$ cat config.mk
export PLATFORM = sky130hd
export DESIGN_NAME = serial_bit_source
export DESIGN_NICKNAME = d
export VERILOG_FILES = /design/src/rtl/serial_pkg.sv /design/src/rtl/word_hold_buf.sv /design/src/rtl/serial_bit_source.sv
export SDC_FILE = /design/constraint.sdc
export NUM_CORES = 1
export LEC_CHECK = 0
export ABC_AREA = 1
export BUFFER_PORTS_ARGS = -buffer_cell sky130_fd_sc_hd__buf_2
export CAP_MARGIN = 10
export CORE_ASPECT_RATIO = 1.5
export CORE_MARGIN = 3
export CORE_UTILIZATION = 61
export DETAILED_ROUTE_END_ITERATION = 6
export PLACE_DENSITY = 0.9
export SLEW_MARGIN = 20
export SYNTH_ARGS = -nofsm -noshare
export SYNTH_HDL_FRONTEND = slang
export SYNTH_SLANG_ARGS = --single-unit
$ cat constraint.sdc
create_clock -name clk -period 3 [get_ports clk]
set_clock_uncertainty 0.05 [all_clocks]
set_input_delay 0.6 -clock clk [delete_from_list [all_inputs] [get_ports clk]]
set_output_delay 0.6 -clock clk [all_outputs]
set_load 0.02 [all_outputs]
$ cat src/rtl/serial_pkg.sv
// serial_pkg: definitions shared by the serial bit source.
//   state_e    - FSM state encoding (2-bit): S_IDLE, S_SHIFT, S_GAP
//   cnt_width  - width of a counter that must hold values 0..w
package serial_pkg;

  typedef enum logic [1:0] {
    S_IDLE  = 2'd0,
    S_SHIFT = 2'd1,
    S_GAP   = 2'd2
  } state_e;

  // Smallest r such that 2**r > w, i.e. clog2(w+1).
  // The loop stops at 30 so the shift never reaches the sign bit.
  function automatic int cnt_width(input int w);
    int r;
    r = 0;
    for (int i = 0; i < 31; i++) begin
      if ((32'sd1 <<< i) < (w + 1)) begin
        r = i + 1;
      end
    end
    return r;
  endfunction

endpackage

$ cat src/rtl/word_hold_buf.sv
// word_hold_buf: one-entry holding register for {data, msb_first} with a full flag.
//   clk_i   - clock, rising edge
//   rst_ni  - asynchronous reset, active low (empties the buffer)
//   push_i  - write data_i/msb_i and mark full
//   pop_i   - mark empty (the consumer reads data_o/msb_o in the same cycle)
//   data_i  - word to store
//   msb_i   - bit-order flag stored with the word
//   full_o  - buffer holds a word
//   data_o  - stored word
//   msb_o   - stored bit-order flag
module word_hold_buf #(
  parameter int WIDTH = 8
) (
  input  logic             clk_i,
  input  logic             rst_ni,
  input  logic             push_i,
  input  logic             pop_i,
  input  logic [WIDTH-1:0] data_i,
  input  logic             msb_i,
  output logic             full_o,
  output logic [WIDTH-1:0] data_o,
  output logic             msb_o
);

  logic             full_q, full_d;
  logic [WIDTH-1:0] data_q, data_d;
  logic             msb_q, msb_d;

  // Next-state: a push wins over a pop so a same-edge pop/push keeps the new word.
  always_comb begin
    full_d = full_q;
    data_d = data_q;
    msb_d  = msb_q;
    if (push_i) begin
      full_d = 1'b1;
      data_d = data_i;
      msb_d  = msb_i;
    end else if (pop_i) begin
      full_d = 1'b0;
    end else begin
      full_d = full_q;
    end
  end

  // Storage registers.
  always_ff @(posedge clk_i or negedge rst_ni) begin
    if (!rst_ni) begin
      full_q <= 1'b0;
      data_q <= '0;
      msb_q  <= 1'b0;
    end else begin
      full_q <= full_d;
      data_q <= data_d;
      msb_q  <= msb_d;
    end
  end

  assign full_o = full_q;
  assign data_o = data_q;
  assign msb_o  = msb_q;

endmodule

$ cat src/rtl/serial_bit_source.sv
// serial_bit_source: accepts parallel words over valid/ready and shifts them out
// one bit per clock on x, with a one-entry holding buffer and an optional gap.
//   clk        - clock, rising edge
//   rst        - asynchronous reset, active low
//   din        - parallel word to serialize
//   din_valid  - din holds a word
//   din_ready  - a word can be taken this cycle (buffer not full)
//   msb_first  - bit order captured with each accepted word (1 = MSB first)
//   x          - registered serial bit
//   x_valid    - registered, x carries a data bit
//   word_done  - registered pulse while the last bit of a word is on x
//   busy       - shift in progress or a word is buffered
//   bit_cnt    - bits of the current word presented so far, including the current one
module serial_bit_source
  import serial_pkg::*;
#(
  parameter int   WIDTH    = 8,
  parameter int   GAP      = 0,
  parameter logic IDLE_BIT = 1'b0
) (
  input  logic                          clk,
  input  logic                          rst,
  input  logic [WIDTH-1:0]              din,
  input  logic                          din_valid,
  output logic                          din_ready,
  input  logic                          msb_first,
  output logic                          x,
  output logic                          x_valid,
  output logic                          word_done,
  output logic                          busy,
  output logic [cnt_width(WIDTH)-1:0]   bit_cnt
);

  localparam int            CW       = cnt_width(WIDTH);
  localparam logic [CW-1:0] WIDTH_C  = CW'(WIDTH);
  localparam logic          HAS_GAP  = (GAP > 0);
  localparam logic [3:0]    GAP_LAST = (GAP > 0) ? 4'(GAP - 1) : 4'd0;

  state_e           state_q, state_d;
  logic [WIDTH-1:0] shreg_q, shreg_d;
  logic             msb_q, msb_d;
  logic [CW-1:0]    bit_cnt_q, bit_cnt_d;
  logic [3:0]       gap_cnt_q, gap_cnt_d;
  logic             x_q, x_d;
  logic             x_valid_q, x_valid_d;
  logic             word_done_q, word_done_d;

  logic             hold_full_s, hold_msb_s;
  logic [WIDTH-1:0] hold_data_s;
  logic             accept_s, push_s, pop_s;
  logic             reload_s, load_s, load_din_s;
  logic [WIDTH-1:0] src_word_s;
  logic             src_msb_s;

  assign din_ready = ~hold_full_s;
  assign accept_s  = din_valid & ~hold_full_s;
  // A word taken straight into the shift register never touches the buffer.
  assign push_s    = accept_s & ~load_din_s;
  assign busy      = (state_q != S_IDLE) | hold_full_s;

  word_hold_buf #(
    .WIDTH (WIDTH)
  ) u_hold (
    .clk_i  (clk),
    .rst_ni (rst),
    .push_i (push_s),
    .pop_i  (pop_s),
    .data_i (din),
    .msb_i  (msb_first),
    .full_o (hold_full_s),
    .data_o (hold_data_s),
    .msb_o  (hold_msb_s)
  );

  // FSM next-state, shift/counter updates and next registered outputs.
  always_comb begin
    state_d     = state_q;
    shreg_d     = shreg_q;
    msb_d       = msb_q;
    bit_cnt_d   = bit_cnt_q;
    gap_cnt_d   = gap_cnt_q;
    x_d         = IDLE_BIT;
    x_valid_d   = 1'b0;
    word_done_d = 1'b0;
    reload_s    = 1'b0;
    load_s      = 1'b0;
    load_din_s  = 1'b0;
    pop_s       = 1'b0;
    src_word_s  = din;
    src_msb_s   = msb_first;

    case (state_q)
      S_IDLE: begin
        reload_s = 1'b1;
      end
      S_SHIFT: begin
        if (bit_cnt_q == WIDTH_C) begin
          if (HAS_GAP) begin
            state_d   = S_GAP;
            gap_cnt_d = GAP_LAST;
            bit_cnt_d = '0;
          end else begin
            reload_s = 1'b1;
          end
        end else begin
          // The presented bit always sits at the MSB or LSB end of shreg.
          if (msb_q) begin
            shreg_d = {shreg_q[WIDTH-2:0], 1'b0};
            x_d     = shreg_d[WIDTH-1];
          end else begin
            shreg_d = {1'b0, shreg_q[WIDTH-1:1]};
            x_d     = shreg_d[0];
          end
          bit_cnt_d   = bit_cnt_q + CW'(1);
          x_valid_d   = 1'b1;
          word_done_d = (bit_cnt_d == WIDTH_C);
        end
      end
      S_GAP: begin
        if (gap_cnt_q == 4'd0) begin
          reload_s = 1'b1;
        end else begin
          gap_cnt_d = gap_cnt_q - 4'd1;
        end
      end
      default: begin
        state_d   = S_IDLE;
        bit_cnt_d = '0;
      end
    endcase

    // Word boundary: the buffered word has priority; otherwise a word offered
    // now goes straight into the shift register so no bubble appears.
    if (reload_s) begin
      if (hold_full_s) begin
        pop_s      = 1'b1;
        load_s     = 1'b1;
        src_word_s = hold_data_s;
        src_msb_s  = hold_msb_s;
      end else if (accept_s) begin
        load_din_s = 1'b1;
        load_s     = 1'b1;
      end else begin
        state_d   = S_IDLE;
        bit_cnt_d = '0;
      end
    end else begin
      load_s = 1'b0;
    end

    if (load_s) begin
      state_d     = S_SHIFT;
      shreg_d     = src_word_s;
      msb_d       = src_msb_s;
      bit_cnt_d   = CW'(1);
      x_valid_d   = 1'b1;
      x_d         = src_msb_s ? src_word_s[WIDTH-1] : src_word_s[0];
      word_done_d = 1'b0;
    end else begin
      msb_d = msb_d;
    end
  end

  // State, datapath and output registers.
  always_ff @(posedge clk or negedge rst) begin
    if (!rst) begin
      state_q     <= S_IDLE;
      shreg_q     <= '0;
      msb_q       <= 1'b0;
      bit_cnt_q   <= '0;
      gap_cnt_q   <= 4'd0;
      x_q         <= IDLE_BIT;
      x_valid_q   <= 1'b0;
      word_done_q <= 1'b0;
    end else begin
      state_q     <= state_d;
      shreg_q     <= shreg_d;
      msb_q       <= msb_d;
      bit_cnt_q   <= bit_cnt_d;
      gap_cnt_q   <= gap_cnt_d;
      x_q         <= x_d;
      x_valid_q   <= x_valid_d;
      word_done_q <= word_done_d;
    end
  end

  assign x         = x_q;
  assign x_valid   = x_valid_q;
  assign word_done = word_done_q;
  assign bit_cnt   = bit_cnt_q;

endmodule

==> results.md, run 1 <==
* Status: finished, final reports clean
* TritonCTS buffer count at 5
* GRT Overall Usage at 20.5%
* CP peak stage delay at 0.55 ns
* Yosys synthesis warning count at 0
* Commonest non-fill, non-tap cell in the layout: nand2_1
* Max frequency at 0.526 GHz
* Syn Nets at 217
* Hpwl dp at 2300 um
* Area of the die at 0.00354 mm^2
* Drt first pass iters at 4
* Initial antenna violation count at 0
* CP required at 2.35 ns
* Clock Latency Late Sink at 0.28 ns
* Post-synth EDFFs at 0
* Mapped Area at 0.00174 mm^2
* Final Power at 1.99 mW
* M3 GR Usage at 5.82%
* Max FO, Critical Path at 12
* Post-cts sizing count at 0
* Count of final setup violators at 0
* Share of layout cells above drive strength 1 at 24.2%
* Area Overhead vs Synth at 11.3%
* Mean Syn Cell Area at 8.70 um^2
* First-pass GRT wire length at 5620 um
* Row count at 23
* Post-synth ARST share at 100%
* Post-DR vias/cell at 5.15
* GRT met2 Usage at 33.3%
* CP Cell Sequence: inv_2 > nand3_1 > buf_2
* Most used routing layer: met2
* Max-cap violations at 0
* Hold-fix buffers, CTS at 0
* Most frequent cells in the layout: nand2_1, dfrtp_1, nor2_1, buf_2, inv_1
* Max clock buf depth at 2
* Final antenna diode count at 0
* Max Transition Viols Final at 0
* Setup TNS at 0 ns
* Horiz. Die Dim at 49.6 um
* Final Cycle Share at 63.3%
* DRC violations left at 0
* Final GP Congestion at 0.834
* Utilization after layout at 71.6%
* Min-Delay Path Class: in2async
* Crit path DAT at 1.25 ns
* CTS clk-pin slew, worst paths at 0.06 ns
* Max_slew headroom at 54.0%
* PwrDens at 1030 mW/mm^2
* Crit. End Element: primary output
* Peak supply drop at 0.634 mV
* Number of top-level pins at 21
* CORE AREA at 0.00271 mm^2
* Post-CTS setup buffer count at 0
* Final Hold Viols at 0
* Slew @ Worst Pin at 0.691 ns
* Initial Util at 64.3%
* Crit start category: flop
* Seq cells post-synth at 32
* Dominant synthesized flop cell: dfrtp_1
* Routed Wire Length at 3090 um
* Type of the worst setup path: reg2out
* Fin Hold WS at 0.307 ns
* Final ANT Viol Nets at 0
* Worst path slowest cell: dfrtp_1
* Number of global-route vias before repair at 1,287
* PortBufs at 20
* H-tree depth at 2
* Post-synthesis cell count at 200
* DR WL/cell at 11.9 um
* Initial DRC count at 43
* Sequential share of the synthesized area at 46.0%
* Fin nets at 239
* Lkg Pwr at 0.966 nW
* Largest net degree at the start of global routing at 33
* Unrepaired setup endpoints after global routing: false
* CTS tree: done
* Root Buffer: clkbuf_8
* Fillers at 234
* Die height at 71.4 um
* Fin crit period at 1.90 ns
* Clk sinks at 32
* DR vias at 1,339
* Grt total ovfl at 0
* Synth cell types at 30
* Met1 Use GR at 25.5%
Yosys cell counts (3+ instances only):
master   instances  area [um^2]
ha_1             5         62.6
dfrtp_1         32          801
a21oi_1          9         45.0
inv_2            5         18.8
nand3_1          6         30.0
nand2_2          3         18.8
o21ai_0         16         80.1
o21ai_1         14         70.1
a21oi_2          6         52.6
inv_1           19         71.3
xor2_1           5         43.8
o21ai_2          3         26.3
nor2_1          21         78.8
nand2_1         33          124
worst max-delay path, delay by kind of cell (launching register included):
kind,cells,cell delay (ns)
and+or+nand+nor,1,0.11
buffers and inverters,2,0.31
DFF,1,0.55
area by class of cell:
type                            count  area (um^2)  area share (%)
Multi-Input combinational cell    138          806            41.6
Sequential cell                    32          801            41.3
Timing Repair Buffer               20          100            5.17
Inverter                           25         93.8            4.84
Clock buffer                        8         90.1            4.65
Tap cell                           37         46.3            2.39
power breakdown:
| group | internal, mW | switching [mW] |
|---|---|---|
| combinational | 0.335 | 0.583 |
| clock | 0.187 | 0.146 |
| sequential | 0.610 | 0.134 |
| total | 1.13 | 0.863 |
per-stage QoR:
step                cell area [um^2]  std cells  worst slack (ns)
CTS                             1940        260              1.09
floorplan                       1740        200              1.32
finish                          1940        260              1.10
global placement                1850        252              1.34
detailed placement              1850        252              1.31
global route                    1940        260              1.01
path summary, 6_finish.rpt:
path	start	to	slack, ns	cells past startpoint
max in group asynchronous	rst	u_hold.data_o[2]	2.14	1
worst min-delay path	rst	bit_cnt[1]	0.31	1
worst min register to register	gap_cnt_q[0]	gap_cnt_q[0]	0.41	1
worst max-delay path	u_hold.full_o	busy	1.10	3
min in group clk	gap_cnt_q[0]	gap_cnt_q[0]	0.41	1
worst max register to register	bit_cnt[0]	u_hold.data_o[0]	1.29	8
sequential cells by signal, summed over array words and instances (netlist names):
signal         count
u_hold.msb_o       1
bit_cnt            4
state_q            2
gap_cnt_q          4
msb_q              1
word_done          1
shreg_q            8
u_hold.data_o      8
u_hold.full_o      1
x_valid            1
x                  1
per-layer routing:
| metal | routed length [um] | share of wire, % | vias to the layer above |
|---|---|---|---|
| met4 | 59 | 1.9 | 0 |
| met3 | 166 | 5.4 | 7 |
| met1 | 1320 | 43 | 610 |
| met5 | 0 | 0 | - |
| li1 | - | - | 691 |
| met2 | 1540 | 50 | 31 |
cells by family (layout without fill, tap and decap cells):
kind of cell	after synthesis	after routing	share of synthesized area, %
flops	32	32	46.0
xor+xnor	6	6	3.02
buf+inv	30	53	7.69
compound gates	51	51	17.5
simple gates	76	76	22.1
fa+ha+maj	5	5	3.59
Note: power is estimated with default switching activity, not from simulation.
==> run 2: changes to the inputs <==
- CORE_UTILIZATION: 61 -> 51
- PLACE_DENSITY: 0.9 -> 0.81
- clock period: 3 -> 1.69 ns (I/O delays scaled with it)
==> run 2 against run 1 <==
Effect of this change:
- combinational power grew 110%
- sequential cell count did not move
- via count is 5.9% higher
- worst setup slack worse by 0.99 ns
- hold slack got worse by 0.27 ns
- count of clock-buffer cells in the layout shrank 1
- sequential share of layout area decreased by 2.2 points
- critical endpoint is now shreg_q[4]
- highest routed layer unchanged
==> results.md, run 2 (synthesized netlist as in run 1, its figures left out) <==
* Peak supply drop at 0.972 mV
* Worst path slowest cell: dfrtp_1
* Status: finished, final reports clean
* Final non-filler cell total at 271
* Final GP Congestion at 0.765
* CP startpoint: gap_cnt_q[1]
* Number of top-level pins at 21
* Buf+Inv Stages, Crit Path at 2
* Grt total ovfl at 0
* H-tree depth at 2
* Max-cap violations at 0
* Root Buffer: clkbuf_8
* DRC violations left at 0
* Lkg Pwr at 1.00 nW
* TritonCTS buffer count at 5
* Initial DRC count at 28
* Final antenna diode count at 0
* GRT Overall Usage at 18.9%
* Count of final setup violators at 0
* Max clock buf depth at 2
* PortBufs at 20
* DP Area at 0.00187 mm^2
* PwrDens at 1850 mW/mm^2
* CP required at 1.86 ns
* Routed Wire Length at 3490 um
* Area Overhead vs Synth at 17.6%
* Most frequent cell on the critical path: o21ai_1
* Worst R2R Start: gap_cnt_q[1]
* Max_slew headroom at 53.9%
* CTS tree: done
* CTS clk-pin slew, worst paths at 0.07 ns
* Crit start category: flop
* First-pass GRT wire length at 5800 um
* Final Hold Viols at 0
* Number of global-route vias before repair at 1,395
* Most frequent cells in the layout: nand2_1, dfrtp_1, buf_2, nor2_1, inv_1
* Type of the worst setup path: reg2reg
* Max Transition Viols Final at 0
* Initial Util at 54.0%
* Post-DR vias/cell at 5.23
* Die height at 77.5 um
* Initial antenna violation count at 0
* Min-Delay Path Class: in2async
* Drt first pass iters at 4
* Final instance area at 0.00205 mm^2
* Clk sinks at 32
* Fin Hold WS at 0.0402 ns
* Horiz. Die Dim at 53.7 um
* CORE AREA at 0.00322 mm^2
* CP peak stage delay at 0.40 ns
* Slew @ Worst Pin at 0.692 ns
* DP Cell Count at 258
* Share of layout cells above drive strength 1 at 29.4%
* Final Power at 3.79 mW
* Dpl ws at 0.0198 ns
* DR WL/cell at 12.9 um
* Clock Latency Late Sink at 0.29 ns
* Hold-fix buffers, CTS at 0
* Row count at 25
* DR vias at 1,418
* Largest net degree at the start of global routing at 33
* Final Cycle Share at 93.8%
* Crit. End Element: flop
* CP Cell Sequence: inv_1 > ha_4 > nand3_2 > nand2_4 > nand3_4 > buf_4 > a21oi_1 > o21ai_1 > o21ai_1
* Crit path DAT at 1.76 ns
* Fin nets at 247
* Max frequency at 0.631 GHz
* Max FO, Critical Path at 6
* Crit path max-delay family: flip-flops
* Fin crit period at 1.58 ns
* Final ANT Viol Nets at 0
* Area of the die at 0.00416 mm^2
* Hpwl dp at 2420 um
* Fin worst setup slack at 0.105 ns
* Commonest non-fill, non-tap cell in the layout: nand2_1
-- run 2: cell types whose count changed in the layout (fill, tap and decap cells not counted), sizes merged --
cell / before / now
buf: 20 / 26
nand3: 10 / 12
clkinvlp: 0 / 1
clkbuf: 8 / 7
-- run 2: power breakdown --
group | switching (mW) | leakage (nW) | internal [mW]
registers | 0.193 | 0.387 | 1.08
clock network | 0.274 | 0.0445 | 0.330
logic | 1.20 | 0.569 | 0.710
total | 1.66 | 1.00 | 2.12
-- run 2: cell type report --
cell class                      instances  area, um^2
Multi-Input combinational cell        140         861
Clock buffer                            7        86.3
Sequential cell                        32         801
Tap cell                               40        50.0
Timing Repair Buffer                   26         145
Inverter                               25        96.3
Fill cell                             278        1170
Clock inverter                          1        7.51
-- run 2: layer usage --
metal,up-vias,share of wire (%),GRT usage (%)
li1,715,-,-
met1,669,42,22.4
met2,26,52,30.3
met3,8,3.7,4.22
met4,0,2.5,10.7
met5,-,0,0
-- run 2: per-stage QoR --
step | TNS, ns | util, %
final | 0 | 63.5
after detailed placement | 0 | 58.1
after global routing | -0.00224 | 63.5
after global placement | 0 | 58.1
after floorplan | 0 | -
after CTS | 0 | 61.1
-- run 2: what timing repair did --
action,in CTS,in global routing
buffers inserted,0,3
pin swaps,0,2
gates cloned,0,2
gates resized for setup,1,9
endpoints found under the setup margin,1,19
-- run 2: path summary, 6_finish.rpt --
path / cells past startpoint / to / slack (ns)
worst min register to register: 2 / u_hold.msb_o / 0.44
min in group clk: 3 / shreg_q[3] / 0.25
max in group asynchronous: 1 / u_hold.data_o[0] / 1.11
worst min-delay path: 1 / gap_cnt_q[3] / 0.04
worst max register to register: 9 / shreg_q[4] / 0.11
worst max-delay path: 9 / shreg_q[4] / 0.11
-- run 2: worst reg2reg max path, cell delays in order, from the launching register on --
cell	delay, ns
dfrtp_1	0.40
inv_1	0.12
ha_4	0.16
nand3_2	0.10
nand2_4	0.13
nand3_4	0.15
buf_4	0.17
a21oi_1	0.09
o21ai_1	0.08
o21ai_1	0.07
==> run 3: changes to the inputs <==
- GPL_ROUTABILITY_DRIVEN: not set -> 0
- RECOVER_POWER: not set -> 25
==> run 3 against run 2 <==
Effect of this change:
- non-clock buffer count unchanged
- hold slack improved by 0.026 ns
- count of clock-buffer cells in the layout stayed put
- final cell count did not move
- sequential share of layout area is the same
- global-route usage is the same
- wire length hardly changed
- power barely moved
- sequential power about the same
- utilization did not move
- combinational power barely moved
- first-iteration DRC count did not move
- largest cell class unchanged
==> results.md, run 3 (synthesized netlist as in run 1, its figures left out) <==
* Status: finished, final reports clean
* Initial Util at 54.0%
* Max FO, Critical Path at 6
* Lkg Pwr at 1.00 nW
* Storage cell area at 801 um^2
* Area of the die at 0.00416 mm^2
* Horiz. Die Dim at 53.7 um
* DP Cell Count at 258
* CTS tree: done
* Final Cycle Share at 93.8%
* DP Area at 0.00187 mm^2
* Max-cap violations at 0
* Hold-fix buffers, CTS at 0
* R2R Path End: shreg_q[4]
* Worst R2R Start: gap_cnt_q[1]
* Die height at 77.5 um
* Area of the multi-input gates at 861 um^2
* Max_slew headroom at 48.4%
* Fin crit period at 1.58 ns
* Routed Wire Length at 3480 um
* Dpl ws at 0.0198 ns
* FF-to-FF path depth at 9
* GRT Overall Usage at 18.9%
* Final ANT Viol Nets at 0
* Crit. End Element: flop
* Hpwl dp at 2420 um
* Largest net degree at the start of global routing at 33
* Min-Delay Path Class: in2async
* CP required at 1.86 ns
* Slew @ Worst Pin at 0.774 ns
* Fin nets at 247
* First-pass GRT wire length at 5800 um
* Final instance area at 0.00205 mm^2
* R2r setup slk at 0.11 ns
* PwrDens at 1850 mW/mm^2
* DR WL/cell at 12.9 um
* Fillers at 278
* Number of global-route vias before repair at 1,395
* Grt total ovfl at 0
* DR vias at 1,418
* Crit path DAT at 1.76 ns
* Type of the worst setup path: reg2reg
* Max clock buf depth at 2
* CORE AREA at 0.00322 mm^2
* Commonest non-fill, non-tap cell in the layout: nand2_1
* Fin worst setup slack at 0.105 ns
* Number of top-level pins at 21
* Peak supply drop at 0.972 mV
* CTS clk-pin slew, worst paths at 0.07 ns
* Crit start category: flop
* Area Overhead vs Synth at 17.6%
* Final Power at 3.79 mW
* Share of layout cells above drive strength 1 at 29.4%
* Clock Latency Late Sink at 0.29 ns
* Count of final setup violators at 0
* Initial antenna violation count at 0
* Max Transition Viols Final at 0
* Final antenna diode count at 0
* Drt first pass iters at 4
* H-tree depth at 2
* Max frequency at 0.631 GHz
* TritonCTS buffer count at 5
* Setup TNS at 0 ns
* Initial DRC count at 28
* Row count at 25
* Most frequent cells in the layout: nand2_1, dfrtp_1, nor2_1, buf_2, inv_1
* PortBufs at 20
* DRC violations left at 0
* Final non-filler cell total at 271
* Root Buffer: clkbuf_8
* Post-DR vias/cell at 5.23
* Final Hold Viols at 0
* Clk sinks at 32
## run 3: cell type report
type                    instances  area share, %
flip-flops and latches         32           39.1
clock buffers                   7           4.22
clock inverters                 1          0.367
multi-input cells             140           42.1
well taps                      40           2.44
repair buffers                 26           7.09
inverters                      25           4.71
## run 3: critical path, cell delays in order (launching register included)
cell	delay, ns
dfrtp_1	0.40
inv_1	0.12
ha_4	0.16
nand3_2	0.10
nand2_4	0.13
nand3_4	0.15
buf_4	0.17
a21oi_1	0.09
o21ai_1	0.08
o21ai_1	0.07
## run 3: what timing repair did
action / 4_1_cts / 5_1_grt
pin swaps: 0 / 2
setup buffers: 0 / 3
cloned: 0 / 2
endpoints found under the setup margin: 1 / 19
resized for setup: 1 / 9
## run 3: how the worst max path moves through the flow
| stage | from | endpoint | slack [ns] | depth (start not counted) |
|---|---|---|---|---|
| 3_5_place_dp | gap_cnt_q[0] | x | 0.02 | 10 |
| 4_1_cts | gap_cnt_q[0] | x | 0.008 | 10 |
| 5_1_grt | bit_cnt[0] | x | -0.002 | 11 |
| 2_1_floorplan | bit_cnt[0] | u_hold.msb_o | 0.006 | 9 |
| 6_report | gap_cnt_q[1] | shreg_q[4] | 0.11 | 9 |
| 3_3_place_gp | gap_cnt_q[0] | x | 0.05 | 10 |
## run 3: routing by layer
layer  GRT usage [%]  wire length [um]  up-vias
li1                -                 -      715
met1            22.4              1450      669
met2            30.3              1820       26
met3            4.22               130        8
met4            10.7                87        0
met5               0                 0        -
## run 3: power by group
part           switching (mW)  leakage (nW)  internal (mW)
registers               0.193         0.387           1.08
clock network           0.274        0.0445          0.330
logic                    1.20         0.570          0.709
total                    1.66          1.00           2.12
## run 3: stage by stage
stage          hold WS (ns)  utilization (%)
2_1_floorplan      -0.00759                -
3_3_place_gp          0.375             58.1
3_5_place_dp          0.370             58.1
4_1_cts              0.0579             61.1
5_1_grt               0.130             63.5
6_report             0.0660             63.5
